==> config.mk <==
export PLATFORM = sky130hd
export DESIGN_NAME = taxi_eth_tx_frame_sched
export DESIGN_NICKNAME = d
export VERILOG_FILES = /design/src/rtl/taxi_eth_tx_sched_pkg.sv /design/src/rtl/taxi_rr_pick.sv /design/src/rtl/taxi_eth_tx_frame_sched.sv
export SDC_FILE = /design/constraint.sdc
export NUM_CORES = 1
export LEC_CHECK = 0
export ABC_AREA = 1
export BUFFER_PORTS_ARGS = -buffer_cell sky130_fd_sc_hd__buf_2
export CAP_MARGIN = 15
export CORE_AREA = 2 2 128 130
export CTS_CLUSTER_SIZE = 16
export DETAILED_ROUTE_END_ITERATION = 6
export DIE_AREA = 0 0 130 132
export SKIP_CTS_REPAIR_TIMING = 1
export SLEW_MARGIN = 0
export SYNTH_ARGS = -nofsm -noshare
export SYNTH_HDL_FRONTEND = slang
export SYNTH_HIERARCHICAL = 1
export SYNTH_SLANG_ARGS = --single-unit
==> constraint.sdc <==
create_clock -name logic_clk -period 2.9 [get_ports logic_clk]
set_input_delay 0.58 -clock logic_clk [delete_from_list [all_inputs] [get_ports logic_clk]]
set_output_delay 0.58 -clock logic_clk [all_outputs]
set_load 0.01 [all_outputs]
==> src/rtl/taxi_eth_tx_sched_pkg.sv <==
// Shared types and helpers for the frame-level TX scheduler.
package taxi_eth_tx_sched_pkg;

  typedef enum logic {
    IDLE = 1'b0,
    PASS = 1'b1
  } state_t;

  function automatic int idx_w(input int ports);
    return (ports > 1) ? $clog2(ports) : 1;
  endfunction

endpackage

==> src/rtl/taxi_rr_pick.sv <==
// Combinational round-robin picker: first request strictly after ptr_i, wrapping.
module taxi_rr_pick #(
  parameter int N  = 4,
  parameter int IW = 2
) (
  input  logic [N-1:0]  req_i,
  input  logic [IW-1:0] ptr_i,
  output logic [N-1:0]  gnt_o,
  output logic [IW-1:0] idx_o,
  output logic          vld_o
);

  always_comb begin
    gnt_o = '0;
    idx_o = '0;
    vld_o = 1'b0;
    // k = N lands back on ptr_i itself, so the last owner is considered last.
    for (int k = 1; k <= N; k++) begin
      if (!vld_o && req_i[(int'(ptr_i) + k) % N]) begin
        vld_o = 1'b1;
        gnt_o[(int'(ptr_i) + k) % N] = 1'b1;
        idx_o = IW'((int'(ptr_i) + k) % N);
      end
    end
  end

endmodule

==> src/rtl/taxi_eth_tx_frame_sched.sv <==
// Whole-frame round-robin share of one MAC TX stream, with per-port credit
// limiting and completion routing back to the source port.
module taxi_eth_tx_frame_sched
  import taxi_eth_tx_sched_pkg::*;
#(
  parameter  int PORTS   = 4,
  parameter  int DATA_W  = 8,
  parameter  int TAG_W   = 8,
  parameter  int CPL_W   = 96,
  parameter  int CPL_MAX = 8,
  localparam int IDX_W   = idx_w(PORTS),
  localparam int ID_W    = TAG_W + IDX_W
) (
  input  logic                     logic_clk,
  input  logic                     logic_rst_n,
  input  logic [PORTS*DATA_W-1:0]  s_tx_tdata,
  input  logic [PORTS-1:0]         s_tx_tvalid,
  output logic [PORTS-1:0]         s_tx_tready,
  input  logic [PORTS-1:0]         s_tx_tlast,
  input  logic [PORTS-1:0]         s_tx_tuser,
  input  logic [PORTS*TAG_W-1:0]   s_tx_tid,
  output logic [DATA_W-1:0]        m_tx_tdata,
  output logic                     m_tx_tvalid,
  input  logic                     m_tx_tready,
  output logic                     m_tx_tlast,
  output logic                     m_tx_tuser,
  output logic [ID_W-1:0]          m_tx_tid,
  input  logic [CPL_W-1:0]         s_cpl_tdata,
  input  logic [ID_W-1:0]          s_cpl_tid,
  input  logic                     s_cpl_tvalid,
  output logic                     s_cpl_tready,
  output logic [CPL_W-1:0]         m_cpl_tdata,
  output logic [TAG_W-1:0]         m_cpl_tid,
  output logic [PORTS-1:0]         m_cpl_tvalid,
  input  logic [PORTS-1:0]         m_cpl_tready,
  input  logic [PORTS-1:0]         cfg_port_en,
  output logic [PORTS-1:0]         stat_grant,
  output logic                     stat_busy,
  output logic                     stat_cpl_err
);

  localparam int CNT_W = $clog2(CPL_MAX + 1);

  state_t                        state_q;
  logic [IDX_W-1:0]              grant_q, ptr_q;
  logic [PORTS-1:0][CNT_W-1:0]   cnt_q, cnt_d;
  logic                          err_q, err_d;

  logic [PORTS-1:0]  req, pick_gnt, cpl_sel, inc, dec;
  logic [IDX_W-1:0]  pick_idx, cpl_idx;
  logic              pick_vld, pass, beat_end, idx_ok, cpl_hs;

  always_comb begin
    for (int i = 0; i < PORTS; i++)
      req[i] = s_tx_tvalid[i] & cfg_port_en[i] & (cnt_q[i] < CNT_W'(CPL_MAX));
  end

  taxi_rr_pick #(.N(PORTS), .IW(IDX_W)) u_pick (
    .req_i (req),
    .ptr_i (ptr_q),
    .gnt_o (pick_gnt),
    .idx_o (pick_idx),
    .vld_o (pick_vld)
  );

  assign pass = (state_q == PASS);

  always_comb begin
    m_tx_tdata  = '0;
    m_tx_tvalid = 1'b0;
    m_tx_tlast  = 1'b0;
    m_tx_tuser  = 1'b0;
    m_tx_tid    = '0;
    s_tx_tready = '0;
    stat_grant  = '0;
    if (pass) begin
      m_tx_tdata  = s_tx_tdata[int'(grant_q)*DATA_W +: DATA_W];
      m_tx_tvalid = s_tx_tvalid[grant_q];
      m_tx_tlast  = s_tx_tlast[grant_q];
      m_tx_tuser  = s_tx_tuser[grant_q];
      m_tx_tid    = {grant_q, s_tx_tid[int'(grant_q)*TAG_W +: TAG_W]};
      s_tx_tready[grant_q] = m_tx_tready;
      stat_grant[grant_q]  = 1'b1;
    end
  end

  assign beat_end  = m_tx_tvalid & m_tx_tready & m_tx_tlast;
  assign stat_busy = pass;

  // Completions with an out-of-range port index are swallowed, never stalled.
  assign cpl_idx     = s_cpl_tid[ID_W-1 -: IDX_W];
  assign idx_ok      = int'(cpl_idx) < PORTS;
  assign m_cpl_tdata = s_cpl_tdata;
  assign m_cpl_tid   = s_cpl_tid[TAG_W-1:0];

  always_comb begin
    m_cpl_tvalid = '0;
    cpl_sel      = '0;
    s_cpl_tready = !idx_ok;
    for (int i = 0; i < PORTS; i++) begin
      if (idx_ok && int'(cpl_idx) == i) begin
        cpl_sel[i]      = 1'b1;
        m_cpl_tvalid[i] = s_cpl_tvalid;
        s_cpl_tready    = m_cpl_tready[i];
      end
    end
  end

  assign cpl_hs = s_cpl_tvalid & s_cpl_tready;

  always_comb begin
    inc   = '0;
    dec   = '0;
    cnt_d = cnt_q;
    err_d = cpl_hs & !idx_ok;
    for (int i = 0; i < PORTS; i++) begin
      inc[i] = !pass & pick_gnt[i];
      dec[i] = cpl_hs & cpl_sel[i];
      if (inc[i] && !dec[i])
        cnt_d[i] = cnt_q[i] + 1'b1;
      else if (dec[i] && !inc[i] && cnt_q[i] != '0)
        cnt_d[i] = cnt_q[i] - 1'b1;
      if (dec[i] && cnt_q[i] == '0)
        err_d = 1'b1;
    end
  end

  always_ff @(posedge logic_clk or negedge logic_rst_n) begin
    if (!logic_rst_n) begin
      state_q <= IDLE;
      grant_q <= '0;
      ptr_q   <= IDX_W'(PORTS - 1);
      cnt_q   <= '0;
      err_q   <= 1'b0;
    end else begin
      cnt_q <= cnt_d;
      err_q <= err_d;
      case (state_q)
        IDLE: if (pick_vld) begin
          grant_q <= pick_idx;
          state_q <= PASS;
        end
        PASS: if (beat_end) begin
          ptr_q   <= grant_q;
          state_q <= IDLE;
        end
      endcase
    end
  end

  assign stat_cpl_err = err_q;

endmodule

After elaboration in Yosys (flattened, before gate mapping)
Cells that the tools add are included.

storage, ports and cells
  register bits = 22
  bits of input ports = 194
  output and inout bits = 140
  logic and storage cells = 196

cells by class
  $add $sub $neg = 12
  order comparisons = 14
  eq/ne operators = 3
  shift operators = 2
  multiplexer cells = 74
  bitwise logic cells = 28
  reductions and logical operators = 55

operators by type and width
  kind                   count
  $shiftx A32 B6 Y8      2
  $mux W4                14
  $mux W1                41
  $logic_and A1 B1 Y1    24
  $and A1 B1 Y1          19
  $add A4 B1 Y4 const B  4
  $logic_not A4 Y1       4
  $lt A3 B4 Y1 const B   4
  $lt A4 B4 Y1 const B   4
  $reduce_bool A4 Y1     4
  $sub A4 B1 Y4 const B  4
  $bmux W1 S2            7
  $ge A3 B1 Y1 const B   4
  $logic_not A1 Y1       12
  $or A4 B4 Y4           3
  $demux W1 S2           5
  $mux W10               1
  $mux W2                4
  $mux W8                1
  $reduce_bool A2 Y1     4
  $reduce_or A2 Y1       4
  $add A2 B1 Y2 const B  2
  $add A2 B2 Y2 const B  2
  $and A1 B1 Y1 const A  4
  other kinds (9)        11

Logic depth before layout (Yosys ltp)
  depth after elaboration = 22
  mapped depth = 21
  gate-level depth less buffers = 21

Hierarchy
Netlist, hierarchy kept.

modules (own cells, without submodules)
  module                   instances  cells each  area an instance (um^2)  seq. area each (um^2)
  taxi_eth_tx_frame_sched  1          441         2,975.4                  553.0
  taxi_rr_pick             1          81          535.5                    0.0

Worst setup path before layout
Ideal clock, no wire load.

  path type = reg2reg
  from = register ptr_q[0]
  to = register cnt_q[15] (netlist bit)
  setup time = 117 ps
  data arrival time = 2,920 ps
  required time = 2,783 ps
  setup slack = -137 ps
  stages on the path, launching flop included = 21
  path buffers = 2
  clock period less this slack = 3,037 ps
  path through = dfstp_2 -> buf_6 -> inv_8 -> ha_1 -> inv_2 -> nand3_4 -> nand2_4 -> nor2_4 -> buf_6 -> nand4_1 -> nand3_1 -> nand3_1 -> ha_1 -> nand2_1 -> inv_1 -> o21ai_0 -> nand2_1 -> o21ai_0 -> nand2_1 -> nand2_1 -> nand2_1

on the way
  cells in the longest elaborated chain, start to end = 19
  elaborated cells on any way between the ends = 67
  classes of those cells = add/sub (4); order compare (8); mux (28); bitwise (8); reduce/logical (19)

RTL lines
  item                                                                  line                                    source
  start, declared                                                       taxi_eth_tx_frame_sched.sv:45           logic [IDX_W-1:0] grant_q, ptr_q;
  start signal, assigned                                                taxi_eth_tx_frame_sched.sv:132          ptr_q <= IDX_W'(PORTS - 1);
  start signal, assigned                                                taxi_eth_tx_frame_sched.sv:144          ptr_q <= grant_q;
  $add A2 B1 Y2                                                         taxi_rr_pick.sv:19, taxi_rr_pick.sv:21
  $reduce_or A2 Y1 (no line) or $bmux W1 S2 (tied branches)             -
  $and A1 B1 Y1 (no line) or $mux W1 (tied branches)                    -
  $lt A3 B4 Y1 (not written as such), or another cell as far along      taxi_rr_pick.sv:21                      gnt_o[(int'(ptr_i) + k) % N] = 1'b1;
  $logic_and A1 B1 Y1 (not written as such) or $mux W1 (tied branches)  taxi_rr_pick.sv:21, taxi_rr_pick.sv:19
  $mux W1 (not written as such) or $logic_not A1 Y1 (tied branches)     taxi_rr_pick.sv:21, taxi_rr_pick.sv:19
  $demux W1 S2 or $logic_and A1 B1 Y1 (tied branches)                   -
  $mux W4 or $mux W1 (tied branches)                                    taxi_rr_pick.sv:19                      if (!vld_o && req_i[(int'(ptr_i) + k) % N]) begin
  [3 not listed]                                                        -
  $mux W4 or $logic_not A1 Y1 (tied branches)                           taxi_rr_pick.sv:19
  $or A4 B4 Y4 (no line) or $logic_and A1 B1 Y1 (tied branches)         -
  $mux W4 (*)                                                           taxi_rr_pick.sv:19
  net pick_gnt[3]                                                       taxi_eth_tx_frame_sched.sv:49           logic [PORTS-1:0] req, pick_gnt, cpl_sel, inc, dec;
  $and A1 B1 Y1 (*)                                                     taxi_eth_tx_frame_sched.sv:117          inc[i] = !pass & pick_gnt[i];
  $logic_not A1 Y1                                                      taxi_eth_tx_frame_sched.sv:121          else if (dec[i] && !inc[i] && cnt_q[i] != '0)
  $logic_and A1 B1 Y1 (2 in series)                                     taxi_eth_tx_frame_sched.sv:121
  $reduce_bool A2 Y1 (no line)                                          -
  end signal, assigned                                                  taxi_eth_tx_frame_sched.sv:136          cnt_q <= cnt_d;
  end, declared                                                         taxi_eth_tx_frame_sched.sv:46           logic [PORTS-1:0][CNT_W-1:0] cnt_q, cnt_d;

Mark *: on every way through the listed nets, which the timed path passes. The rest lies on a longest branch. The select of a mux whose other input is x is not followed.
A chain may end at the register's enable or synchronous reset.

Final worst setup path
  from = register ptr_q[0]
  to = register cnt_q[3] (netlist bit)

Same word-level chain as after synthesis.

==> results.txt <==
----------------------------------------------------
[Clock network]
  Number of buffers on the longest clock path ... 2
  Clock root buffer ... sky130_fd_sc_hd__clkbuf_16
  Clock transition at the registers of the reported paths ... 0.07 ns
  TritonCTS clock tree ... done
  CTS sink cnt ... 22
  Deepest level of the CTS H-tree ... 1
  Clock network latency to the later pin of the worst-skew pair ... 0.26 ns
  Number of buffers added by the clock tree synthesis step ... 3

[GRT]
  GRT Overall Usage ... 12.0%
  Via count of the first global-routing pass ... 3,240
  Number of antenna violations at the first check in global routing ... 0
  Grt ovf ... 0
  Largest net degree at the start of global routing ... 43
  Global-route wire length before repair ... 16,600 microns

[STA]
  Achievable Freq ... 361 MHz
  Crit share post-route ... 95.5%
  Min Hold Slack ... 0.304 ns
  Worst relative slew slack ... 62.5%
  Number of endpoints with negative hold slack in the final report ... 0
  Sum of negative setup slack ... 0 ns
  Final setup violating endpoints ... 0
  Worst setup slack after layout ... 0.131 ns
  Final period demand of the worst path ... 2.77 ns
  Final count of pins violating max slew ... 0
  Unrepaired setup endpoints after global routing ... true
  Skew final ... 0.00699 ns
  Tightest Pin Transition ... 0.563 ns

[Floorplanning]
  Number of placement rows ... 46
  Die Footprint ... 17,200 sq um
  Chip height ... 132 microns
  Width of the die ... 130 microns
  Starting utilization of the core area ... 22.3%
  Ports placed on the boundary ... 334
  Area of the placeable core ... 15,700 sq um

[Cells and area]
  Final std cells w/o fill ... 766
  Final net count ... 765
  Antenna diode instance count ... 0
  Area of all placed cells without fillers ... 3910 sq um
  Layout filler cell count ... 1,776
  Utilization after layout ... 24.9%
  Syn-to-layout area delta ... 11.3%
  Share of layout cells above drive strength 1 ... 34.9%

[Power]
  Total power draw ... 4.25 mW
  Total power density per cell area ... 1090 nW/um^2
  Peak supply drop ... 318 uV
  Cell leakage power ... 1.90 nW

[Detailed routing]
  Wire length after detailed routing ... 11,100 microns
  Drt via density ... 4.55
  DRC errors left ... 0
  Average wire length per cell after detail routing ... 14.5 microns
  Routed via count ... 3,482
  Detailed Routing Iterations Pass 1 ... 6
  Number of DRC markers in iteration 0 ... 226
  Remaining number of nets flagged by the antenna check after routing ... 0

[Logic synthesis]
  Dominant synthesized flop cell ... sky130_fd_sc_hd__dfrtp_1
  Number of flops mapped to enable cells by yosys ... 0
  Biggest area contributors in the synthesized netlist ... sky130_fd_sc_hd__buf_4, sky130_fd_sc_hd__nand3_1, sky130_fd_sc_hd__dfrtp_1, sky130_fd_sc_hd__nand2_1, sky130_fd_sc_hd__ha_1
  Number of nets produced by synthesis ... 736
  Flop and latch count out of synthesis ... 22
  Unique cell type count in the Yosys netlist ... 34
  Cells after Synth ... 522
  Mean area per synthesized cell ... 6.73 sq um
  Cell accounting for the most synthesized area ... sky130_fd_sc_hd__buf_4
  Share of synthesized area occupied by flip-flops and latches ... 15.8%
  Synth warnings ... 6
  Most numerous cell in the Yosys netlist ... sky130_fd_sc_hd__nand3_1
  Top cell types by occurrence after synthesis ... sky130_fd_sc_hd__nand3_1, sky130_fd_sc_hd__buf_4, sky130_fd_sc_hd__nand2_1, sky130_fd_sc_hd__inv_1, sky130_fd_sc_hd__nor2_1
  Post-Synthesis Cell Area ... 3510 sq um
  Area share of the leading cell type in the synthesized netlist ... 22.2%
  Ys async rst share ... 100%

[Worst setup path]
  Data arrival, critical path ... 2.92 ns
  Critical Path Source Type ... flop
  CP endpoint kind ... flop
  Worst R2R Path Depth ... 19
  Worst Path Max Fanout ... 6
  Type of the worst setup path ... reg2reg
  R2r startpoint ... ptr_q[0]
  Data required, critical path ... 3.05 ns
  Worst R2R End ... cnt_q[3]
  R2R setup slack ... 0.13 ns

[Place]
  Cell area after placement ... 3720 sq um
  Half-perimeter wire length of the detailed placement result ... 8650 microns
  Worst Setup Slack post-DPL ... -0.0482 ns
  Number of placed instances with taps included ... 759
  Port buffer count ... 125
  Global placer's final weighted congestion ... 0.821

[Flow run]
  Max-cap violations ... 0

[Run status]
  Outcome ... complete, no violations

[Min path]
  Class of the worst hold path ... in2async

----------------------------------------------------
-- cell families after synthesis --
kind of cell,after synthesis,share of synthesized area [%]
AO/OA/AOI/OAI,55,10.4
XOR/XNOR,5,1.25
adder cells (fa/ha/maj),20,7.98
buffers and inverters,164,29.8
flip-flops,22,15.8
AND/OR/NAND/NOR,256,34.8
-- critical path, cell delays in order (launching register included) --
cell	delay (ns)
sky130_fd_sc_hd__dfstp_2	0.59
sky130_fd_sc_hd__inv_8	0.04
sky130_fd_sc_hd__ha_4	0.29
sky130_fd_sc_hd__inv_4	0.05
sky130_fd_sc_hd__nand3_4	0.07
sky130_fd_sc_hd__nand2_4	0.09
sky130_fd_sc_hd__nor2_4	0.17
sky130_fd_sc_hd__nand4_1	0.12
sky130_fd_sc_hd__nand3_1	0.09
sky130_fd_sc_hd__inv_1	0.05
sky130_fd_sc_hd__nor2_2	0.14
sky130_fd_sc_hd__nand2_2	0.12
sky130_fd_sc_hd__ha_4	0.23
sky130_fd_sc_hd__a21o_1	0.18
sky130_fd_sc_hd__a21oi_2	0.15
sky130_fd_sc_hd__nand2_1	0.07
sky130_fd_sc_hd__nand2_1	0.08
sky130_fd_sc_hd__nand2_1	0.05
sky130_fd_sc_hd__nand2_1	0.05
sky130_fd_sc_hd__nand2_1	0.04
-- flip-flops by register name (all words and copies together) (netlist names) --
register and cells:
stat_cpl_err 1, grant_q 2, cnt_q 16, stat_busy 1, ptr_q 2
-- report_power, final --
| group | switching, mW | internal, mW |
|---|---|---|
| sequential | 0.188 | 0.467 |
| combinational | 2.00 | 1.28 |
| clock | 0.123 | 0.188 |
-- routing by layer --
metal	part of all wire [%]	global-route usage (%)
met3	8.4	3.90
met2	44	18.0
met5	0.43	2.35
met1	44	15.6
met4	3.0	4.66
-- layout by cell type (no fill, tap or decap), drive strengths merged, types with 8 or more instances in the layout --
cell type  instances
dfrtp             20
buf              149
nand2            101
nand3            110
o21ai             10
ha                16
inv               37
nor2              31
a21oi             18
a41oi             17
nand4              8
-- cell type report --
cell class / count / area [sq um] / area share, %
inverters: 38 / 153 / 3.91
clock buffers: 4 / 78.8 / 2.02
repair buffers: 149 / 835 / 21.4
flip-flops and latches: 22 / 553 / 14.2
well taps: 216 / 270 / 6.92
multi-input cells: 337 / 2020 / 51.6
-- worst max path at each step --
stage,from,to,slack [ns],cells after the start
5_1_grt,ptr_q[0],cnt_q[7],-0.05,19
3_3_place_gp,s_tx_tvalid[1],cnt_q[15],-0.04,19
3_5_place_dp,s_tx_tvalid[1],cnt_q[15],-0.05,20
2_1_floorplan,ptr_q[0],cnt_q[15],0.01,20
6_report,ptr_q[0],cnt_q[3],0.13,19
4_1_cts,ptr_q[0],cnt_q[15],-0.01,18
Power figures use the tool's default switching activity.
